===== config.mk =====
export PLATFORM = sky130hd
export DESIGN_NAME = fetch_ctrl
export DESIGN_NICKNAME = d
export VERILOG_FILES = /design/src/rtl/mips_fetch_pkg.sv /design/src/rtl/fetch_addr_check.sv /design/src/rtl/fetch_ctrl.sv
export SDC_FILE = /design/constraint.sdc
export NUM_CORES = 1
export LEC_CHECK = 0
export CELL_PAD_IN_SITES_DETAIL_PLACEMENT = 0
export CELL_PAD_IN_SITES_GLOBAL_PLACEMENT = 1
export CORE_MARGIN = 3
export CORE_UTILIZATION = 25
export DETAILED_ROUTE_END_ITERATION = 10
export HOLD_SLACK_MARGIN = 0.03
export PLACE_DENSITY = 0.79
export SLEW_MARGIN = 30
export SYNTH_ARGS = -nofsm -noshare
export SYNTH_HDL_FRONTEND = slang
export SYNTH_HIERARCHICAL = 1
export SYNTH_SLANG_ARGS = --single-unit

===== constraint.sdc =====
create_clock -name clk -period 2.3 [get_ports clk]
set_input_delay 0.575 -clock clk [delete_from_list [all_inputs] [get_ports clk]]
set_output_delay 0.575 -clock clk [all_outputs]
set_load 0.02 [all_outputs]

===== src/rtl/mips_fetch_pkg.sv =====
// Shared constants and state encoding for the MIPS instruction-fetch stage.
package mips_fetch_pkg;

    localparam logic [31:0] PC_RESET  = 32'h0000_3000;
    localparam logic [31:0] EXC_ENTRY = 32'h0000_4180;
    localparam logic [31:0] IM_LO     = 32'h0000_3000;
    localparam logic [31:0] IM_HI     = 32'h0000_6FFC;
    localparam logic [4:0]  EXC_ADEL  = 5'd4;

    typedef enum logic [0:0] {
        RUN   = 1'b0,
        FLUSH = 1'b1
    } fetch_state_t;

endpackage


===== src/rtl/fetch_addr_check.sv =====
// Flags whether a fetch address is word-aligned and inside instruction memory.
module fetch_addr_check
    import mips_fetch_pkg::*;
(
    input  logic [31:0] pc,
    output logic        legal
);

    assign legal = (pc[1:0] == 2'b00) && (pc >= IM_LO) && (pc <= IM_HI);

endmodule


===== src/rtl/fetch_ctrl.sv =====
// Fetch stage: PC sequencing with exception/ERET/stall/branch redirect and the IF/ID register.
// state | meaning
// RUN   | normal fetch, IF/ID loads each unstalled cycle
// FLUSH | cycle after exc_req or eret; IF/ID holds a bubble (d_valid 0)
module fetch_ctrl
    import mips_fetch_pkg::*;
(
    input  logic        clk,
    input  logic        reset,
    input  logic        stall,
    input  logic        br_taken,
    input  logic [31:0] br_target,
    input  logic        d_is_branch,
    input  logic        exc_req,
    input  logic        eret,
    input  logic [31:0] epc,
    output logic [31:0] im_addr,
    input  logic [31:0] im_data,
    output logic [31:0] d_pc,
    output logic [31:0] d_instr,
    output logic [4:0]  d_exccode,
    output logic        d_bd,
    output logic        d_valid
);

    fetch_state_t state, state_next;
    logic [31:0]  pc, pc_next;
    logic [31:0]  d_pc_next, d_instr_next;
    logic [4:0]   d_exccode_next;
    logic         d_bd_next, d_valid_next;
    logic         legal;

    fetch_addr_check u_addr_check (
        .pc    (pc),
        .legal (legal)
    );

    assign im_addr = pc;

    always_ff @(posedge clk) begin
        if (reset) begin
            state     <= RUN;
            pc        <= PC_RESET;
            d_pc      <= '0;
            d_instr   <= '0;
            d_exccode <= '0;
            d_bd      <= 1'b0;
            d_valid   <= 1'b0;
        end else begin
            state     <= state_next;
            pc        <= pc_next;
            d_pc      <= d_pc_next;
            d_instr   <= d_instr_next;
            d_exccode <= d_exccode_next;
            d_bd      <= d_bd_next;
            d_valid   <= d_valid_next;
        end
    end

    always_comb begin
        state_next = state;
        case (state)
            RUN:     state_next = (exc_req || eret) ? FLUSH : RUN;
            FLUSH:   state_next = (exc_req || eret) ? FLUSH : RUN;
            default: state_next = RUN;
        endcase
    end

    always_comb begin
        pc_next        = pc;
        d_pc_next      = d_pc;
        d_instr_next   = d_instr;
        d_exccode_next = d_exccode;
        d_bd_next      = d_bd;
        d_valid_next   = d_valid;

        if (exc_req || eret) begin
            // The faulting/returning fetch is discarded, but its pc is kept for debug visibility.
            pc_next        = exc_req ? EXC_ENTRY : epc;
            d_pc_next      = pc;
            d_instr_next   = '0;
            d_exccode_next = '0;
            d_bd_next      = 1'b0;
            d_valid_next   = 1'b0;
        end else if (!stall) begin
            pc_next        = br_taken ? br_target : pc + 32'd4;
            d_pc_next      = pc;
            d_bd_next      = d_is_branch;
            d_valid_next   = 1'b1;
            d_instr_next   = legal ? im_data : 32'h0;
            d_exccode_next = legal ? 5'd0 : EXC_ADEL;
        end
    end

endmodule


---- Word level (Yosys, flattened, before mapping) ----
Cells that the tools add are included.
word-level totals
  flip-flop bits (word level) ............. 103
  latch bits .............................. 0
  memory bits (writable) .................. 0
  ROM bits ................................ 0
  input bits .............................. 103
  output and inout port bits .............. 103
  logic and storage cells ................. 23
  memories ................................ 0
operators by class
  add/subtract/negate cells ............... 1
  $mul .................................... 0
  div/mod/pow operators ................... 0
  order comparisons ....................... 2
  eq/ne operators ......................... 1
  shift-type cells ........................ 0
  multiplexer cells ....................... 8
  bitwise gates (word level) .............. 0
  reduce and logical (&&, ||, !) cells .... 5
operators with widths
  cell                   number
  $mux 32                7
  $add 32x3->32 const B  1
  $ge 32x14->1 const B   1
  $le 32x15->1 const B   1
  $mux 3                 1
  $logic_and 1x1->1      2
  $logic_not 2->1        1
  $ne 2x1->1 const B     1
  $reduce_or 2->1        1
  $logic_or 1x1->1       1

---- Longest topological paths before layout ----
Gate-level depths: netlist (run 1).
  depth in word-level cells ............... 4
  mapped depth ............................ 8
  depth with buffers taken out ............ 6

---- Hierarchy ----
Netlist (run 1), hierarchy kept.
modules (own cells, without submodules)
  module            times used  cells each  area an instance (sq um)
  fetch_ctrl        1           602         4740.8
  fetch_addr_check  1           10          68.8

---- Least setup slack after synthesis (run 1) ----
OpenSTA, ideal clock, no wires.
  path kind ............................... flip-flop to flip-flop
  from .................................... register pc[8] (netlist: im_addr[8])
  to ...................................... register pc[25] (netlist: im_addr[25])
  setup time .............................. 88 ps
  arrival ................................. 2176 ps
  path slack .............................. 35 ps
  stages on the path, launching flop included .. 8
  period minus slack after synthesis ...... 2265 ps
  cells stage by stage .................... dfxtp_1 buf_4 nand4_2 or4_1 buf_2 or4_1 and3_1 o32ai_2
between the ends
  cells in the longest elaborated chain, start to end .. 4
ends and longest elaborated chain
  element                 line              text
  from (decl)             fetch_ctrl.sv:27  logic [31:0] pc, pc_next;
  from (signal assigned)  fetch_ctrl.sv:51  pc <= pc_next;
  $add 32x3->32           fetch_ctrl.sv:86  pc_next = br_taken ? br_target : pc + 32'd4;
  $mux 32                 fetch_ctrl.sv:86
  $mux 32                 fetch_ctrl.sv:85  end else if (!stall) begin
  $mux 32                 fetch_ctrl.sv:77  if (exc_req || eret) begin
No other way between the ends. The select of a mux whose other input is x is not followed.
A chain may end at the register's enable or synchronous reset.

---- Final worst setup path (run 1) ----
  from .................................... register pc[14] (netlist: im_addr[14])
  to ...................................... output im_addr[14]
RTL lines
  element    line              text
  to (decl)  fetch_ctrl.sv:17  output logic [31:0] im_addr,
No word-level cell between the ends.

==> results of run 1 <==
==> power groups by stage <==
stage          logic, mW  registers (mW)  clock network, mW
5_1_grt            0.899            1.84               1.74
3_5_place_dp       0.828            1.87                  0
2_1_floorplan      0.307            1.93                  0
3_3_place_gp       0.826            1.87                  0
4_1_cts            0.833            1.83               1.68
6_report           0.833            1.83               1.63
==> metal layers <==
layer | global-route usage | vias to the layer above | share of wire
met2 | 0.284 | 237 | 0.47
met5 | 0 | - | 0
met4 | 0.0486 | 0 | 0.017
met1 | 0.255 | 2607 | 0.44
met3 | 0.0430 | 24 | 0.076
li1 | - | 2651 | -
==> stage by stage <==
step                      setup slack [ns]  total power [mW]  std cells
after global routing                0.0729              4.48       1100
after detailed placement          -0.00499              2.69       1083
after floorplan                     0.0354              2.23        615
after global placement              0.0955              2.69       1083
final                                0.135              4.29       1100
after CTS                            0.129              4.34       1099
==> worst paths after layout <==
| path | end | slack (ns) | cells past startpoint |
|---|---|---|---|
| worst max-delay path | im_addr[14] | 0.13 | 2 |
| worst min-delay path | d_pc[23] | 0.45 | 2 |
| worst max register to register | im_addr[31] | 0.21 | 6 |
| worst min register to register | d_pc[23] | 0.45 | 2 |
==> tightest hold or removal path, cell delays in order (launching register included) <==
cell,delay (ns)
dfxtp_1,0.31
nand2_1,0.05
a21oi_1,0.05
==> cells in the mapped netlist, drive strengths merged (2+ instances only) <==
cell type	count	share of area
a21boi	2	0.0031
o22ai	2	0.0026
dfxtp	99	0.41
nor2	57	0.044
a21oi	68	0.071
a211oi	10	0.016
or4	3	0.0047
xor2	3	0.0055
xnor2	6	0.011
nand4	7	0.010
nor4	14	0.022
buf	13	0.018
o32ai	4	0.0088
and4	5	0.0094
a31oi	9	0.012
nand2b	6	0.0078
mux2i	2	0.0042
and2	5	0.0068
a22oi	32	0.050
a221oi	4	0.0073
o21ai	15	0.016
inv	13	0.010
a41oi	2	0.0036
o311ai	2	0.0036
or2	2	0.0026
o211ai	10	0.016
nor3	14	0.015
and3	6	0.0081
o221ai	11	0.020
o31a	8	0.015
clkbuf	43	0.040
a311oi	2	0.0036
nand3	15	0.017
nand2	104	0.081
==> flip-flops by register name, indices dropped and copies added (netlist names) <==
register and cells:
im_addr 32, d_bd 1, d_instr 32, d_exccode 1, d_pc 32, d_valid 1
==> final cells by class <==
| class | count | area share |
|---|---|---|
| clock inverter | 5 | 0.00778 |
| tap | 260 | 0.0421 |
| inverter | 13 | 0.00632 |
| antenna | 1 | 0.000324 |
| clock buffer | 11 | 0.0327 |
| timing repair buffer | 264 | 0.327 |
| multi-input combinational | 447 | 0.327 |
| sequential | 99 | 0.257 |
==> cell families after synthesis <==
| family | after synthesis | synth area share |
|---|---|---|
| other | 1 | 0.000780 |
| AOI/OAI and AO/OA | 190 | 0.263 |
| and+or+nand+nor | 241 | 0.233 |
| DFF | 99 | 0.412 |
| adders and majority gates | 1 | 0.00260 |
| buffers and inverters | 69 | 0.0682 |
| xor gates and xnor gates | 9 | 0.0164 |
| muxes | 2 | 0.00416 |
==> cells in the final DEF, fill, tap and decap left out, types with 9 or more instances in the layout <==
cell and count:
dfxtp_1 99, o21ai_0 15, clkdlybuf4s50_1 199, a211oi_1 10
nand3_1 13, nor2_1 56, nor4_1 11, a31oi_1 9
o221ai_1 11, o211ai_1 10, nor3_1 14, buf_4 59
nand2_1 104, a22oi_1 32, a21oi_1 68, clkbuf_16 9
inv_1 12
==> flow_summary.yaml, run 1 <==
sta:
  hold_violations: 0
  fin_skew_ns: 0.00757
  slew_violations: 0
  whs_ns: 0.448
  post-route-period-util: 0.941
  finalSetupViolations: 0
  setup_tns_ns: 0
  max_freq_ghz: 0.462
  rsz0062_at_grt: "no"
  period_minus_slack_ns: 2.17
floorplanning:
  row_count: 50
  ios: 206
  die_w_um: 145
  core_area_sq_um: 18800
  die_h_um: 145
  die_area_sq_um: 20900
  initial_core_util: 0.255
layout:
  final_nets: 938
  regArea_sq_um: 1980
  syn_to_final_growth_pct: 60.6
  drive_above_1_share: 0.118
  n_fill_cell: 1929
  multi_input_area_sq_um: 2530
  final_util: 0.410
  fin_area_sq_um: 7720
detailed_routing:
  drt_iter0_drc: 375
  ant_nets: 0
  via_count: 5519
  routedWlPerCell_um: 17.9
  drc_errors: 0
  vias_per_cell: 5.02
  first_pass_iters: 5
  wl_um: 19700
critical_path:
  worstPathCellList: "buf_4 -> clkdlybuf4s50_1"
  endpoint_kind: "primary output"
  rr_startpoint: "im_addr[8]"
  crit_type: "reg2out"
  slowest_delay_ns: 0.66
  worst_ep_arrival_time_ns: 1.59
  crit_fanout: 8
  cp_slowest_cell: "clkdlybuf4s50_1"
  startpoint_type: "register"
  cp_num_buf_inv: 2
  crit_family: "buffers and inverters"
  startpoint: "im_addr[14]"
  crit_required_ns: 1.73
placement:
  place_area_sq_um: 7410
  io_buffers: 201
  place.gp.congestion: 0.882
  post-dp-hpwl_um: 14600
flow_run:
  maxCapViolations: 0
cts:
  htreeDepth: 3
  cts_root_buf: "clkbuf_16"
  cts-buffers-inserted: 9
  cts.repair.resized: 0
  cts_sinks: 99
  clockBufferDepth: 2
  clock_latency_ns: 0.36
  cts_tree: "yes"
  clk_pin_slew_worst_paths_ns: 0.07
  post-cts-setup-buffers: 0
  cts_hold_buf: 0
yosys:
  yosys_warnings: 6
  synth_edf_count: 0
  synthCells: 612
  avgSynthCellArea_sq_um: 7.86
  async_reset_ff_frac: 0
  synth_seq_cells: 99
  synth_cell_types: 61
  syn_area_sq_um: 4810
  yosysSeqAreaShare: 0.412
  synth_ff_type: "dfxtp_1"
power_and_ir_drop:
  p_clk_frac: 0.380
  p_comb_frac: 0.194
  switching_power_mw: 1.19
  power_density_nw_per_um2: 556
  swShare: 0.278
  peakVddDrop_mv: 0.315
  p_int_mw: 3.10
  leakage_nw: 2.69
  seqPwrFrac: 0.426
worst_hold_path:
  worstHoldStart: "d_pc[23]"
  hp-class: "reg2reg"
outcome:
  status: "completed"
global_route:
  gr-usage-all-layers: 0.183
  grt_pass1_vias: 5252
  antenna_found_initial: 1
  grt_overflow: 0
  grt_max_degree: 36
  grt_pass1_wl_um: 29800
No activity file was read; power rests on OpenSTA's default activity.
==> inputs of run 2 (changes only) <==
--- a/config.mk
+++ b/config.mk
@@ -12,7 +12,7 @@
 export DETAILED_ROUTE_END_ITERATION = 10
 export HOLD_SLACK_MARGIN = 0.03
 export PLACE_DENSITY = 0.79
-export SLEW_MARGIN = 30
+export SLEW_MARGIN = 20
 export SYNTH_ARGS = -nofsm -noshare
 export SYNTH_HDL_FRONTEND = slang
 export SYNTH_HIERARCHICAL = 1
==> results of run 2 <==
The final DEF is identical to that of run 1; final timing and power are the same.
==> inputs of run 3 (changes only) <==
--- a/config.mk
+++ b/config.mk
@@ -12,6 +12,7 @@
 export DETAILED_ROUTE_END_ITERATION = 10
 export HOLD_SLACK_MARGIN = 0.03
 export PLACE_DENSITY = 0.79
+export RECOVER_POWER = 25
 export SLEW_MARGIN = 20
 export SYNTH_ARGS = -nofsm -noshare
 export SYNTH_HDL_FRONTEND = slang
==> flow_summary.yaml, run 3 (same netlist as run 1, synthesis figures left out) <==
outcome:
  status: "completed"
cts:
  cts-buffers-inserted: 9
  clockBufferDepth: 2
  htreeDepth: 3
  post-cts-setup-buffers: 0
  cts_root_buf: "clkbuf_16"
  cts_tree: "yes"
  cts.repair.resized: 0
  clock_latency_ns: 0.36
  cts_sinks: 99
  cts_hold_buf: 0
  clk_pin_slew_worst_paths_ns: 0.07
layout:
  fin_cells: 1100
  final_common_cell: "clkdlybuf4s50_1"
  syn_to_final_growth_pct: 59.7
  final_cell_mix: "178 x clkdlybuf4s50_1, 104 x nand2_1, 99 x dfxtp_1"
  final_nets: 938
  drive_above_1_share: 0.113
  final_util: 0.408
critical_path:
  crit_required_ns: 1.73
  rr_startpoint: "im_addr[8]"
  cp.depth: 1
  endpoint_kind: "primary output"
  cp_slowest_cell: "clkdlybuf4s50_1"
  crit_family: "buffers and inverters"
  crit_fanout: 10
  startpoint: "im_addr[26]"
  slowest_delay_ns: 0.69
  cp-endpoint: "im_addr[26]"
  rr_worst_depth: 6
  worstPathCellList: "clkdlybuf4s50_1"
  reg2reg_slack_ns: 0.22
  startpoint_type: "register"
  crit_type: "reg2out"
  cp_num_buf_inv: 1
  worst_ep_arrival_time_ns: 1.59
  r2r-end: "im_addr[31]"
worst_hold_path:
  hp-class: "reg2reg"
flow_run:
  maxCapViolations: 0
detailed_routing:
  wl_um: 19700
  vias_per_cell: 5.01
  ant_nets: 0
  drt_iter0_drc: 347
  drc_errors: 0
  routedWlPerCell_um: 17.9
  via_count: 5516
  first_pass_iters: 5
floorplanning:
  ios: 206
  row_count: 50
  core_area_sq_um: 18800
  die_h_um: 145
  die_area_sq_um: 20900
  initial_core_util: 0.255
  die_w_um: 145
sta:
  post-route-period-util: 0.942
  relSlewSlack: 0.491
  rsz0062_at_grt: "no"
  finalSetupViolations: 0
  max_freq_ghz: 0.461
  fin_skew_ns: 0.00900
  setup_slack_ns: 0.133
  period_minus_slack_ns: 2.17
  worstMarginPinSlew_ns: 0.764
  slew_violations: 0
  hold_violations: 0
  whs_ns: 0.445
power_and_ir_drop:
  leakage_nw: 2.74
  power_density_nw_per_um2: 557
  peakVddDrop_mv: 0.315
  power_mw: 4.28
placement:
  io_buffers: 201
  dp_slack_ns: -0.00499
  dp_cells: 1083
  place.gp.congestion: 0.882
  post-dp-hpwl_um: 14600
global_route:
  grt_max_degree: 36
  antenna_found_initial: 1
  grt_pass1_wl_um: 29800
  grt_pass1_vias: 5252
  gr-usage-all-layers: 0.183
  grt_overflow: 0
-- run 3: cell types whose count changed in the layout (fill, tap and decap cells not counted), sizes merged --
| cell | before | now |
|---|---|---|
| dlygate4sd3 | 0 | 21 |
| clkdlybuf4s50 | 199 | 178 |
| clkbuf | 11 | 16 |
| buf | 65 | 60 |
-- run 3: how the worst min path moves through the flow --
stage / end / depth (start not counted) / startpoint
global placement: d_valid / 2 / d_valid
global route: d_pc[18] / 2 / d_pc[18]
floorplan: d_valid / 2 / d_valid
detailed placement: d_valid / 2 / d_valid
finish: d_pc[23] / 2 / d_pc[23]
CTS: d_valid / 2 / d_valid
-- run 3: layout make-up --
class                      count  area [sq um]
clock buffer                  11           253
clock inverter                 5          60.1
antenna                        1          2.50
timing repair buffer         264          2500
sequential                    99          1980
multi-input combinational    447          2510
inverter                      13          48.8
tap                          260           325
fill                        1935         11100
-- run 3: per-layer routing --
metal / vias to the layer above / global-route usage / part of all wire
li1: 2649 / - / -
met1: 2632 / 0.255 / 0.44
met2: 210 / 0.284 / 0.46
met3: 25 / 0.0430 / 0.075
met4: 0 / 0.0486 / 0.018
met5: - / 0 / 0
-- run 3: report_power, final --
part           switching, mW  internal [mW]  total [mW]  leakage, nW
logic                  0.408          0.415       0.823         1.78
registers             0.0580           1.77        1.83        0.806
clock network          0.719          0.908        1.63        0.152
total                   1.19           3.09        4.28         2.74
-- run 3: worst reg2reg max path, cell delays in order, from the launching register on --
cell,delay (ns)
dfxtp_1,0.36
nand4_2,0.18
or4_1,0.59
buf_4,0.20
o31a_2,0.34
o21ai_0,0.20
a211oi_1,0.10
-- run 3: stage by stage --
stage,instance area (sq um),TNS [ns]
2_1_floorplan,4820,0
3_3_place_gp,7410,0
3_5_place_dp,7410,-0.00499
4_1_cts,7720,0
5_1_grt,7680,0
6_report,7680,0
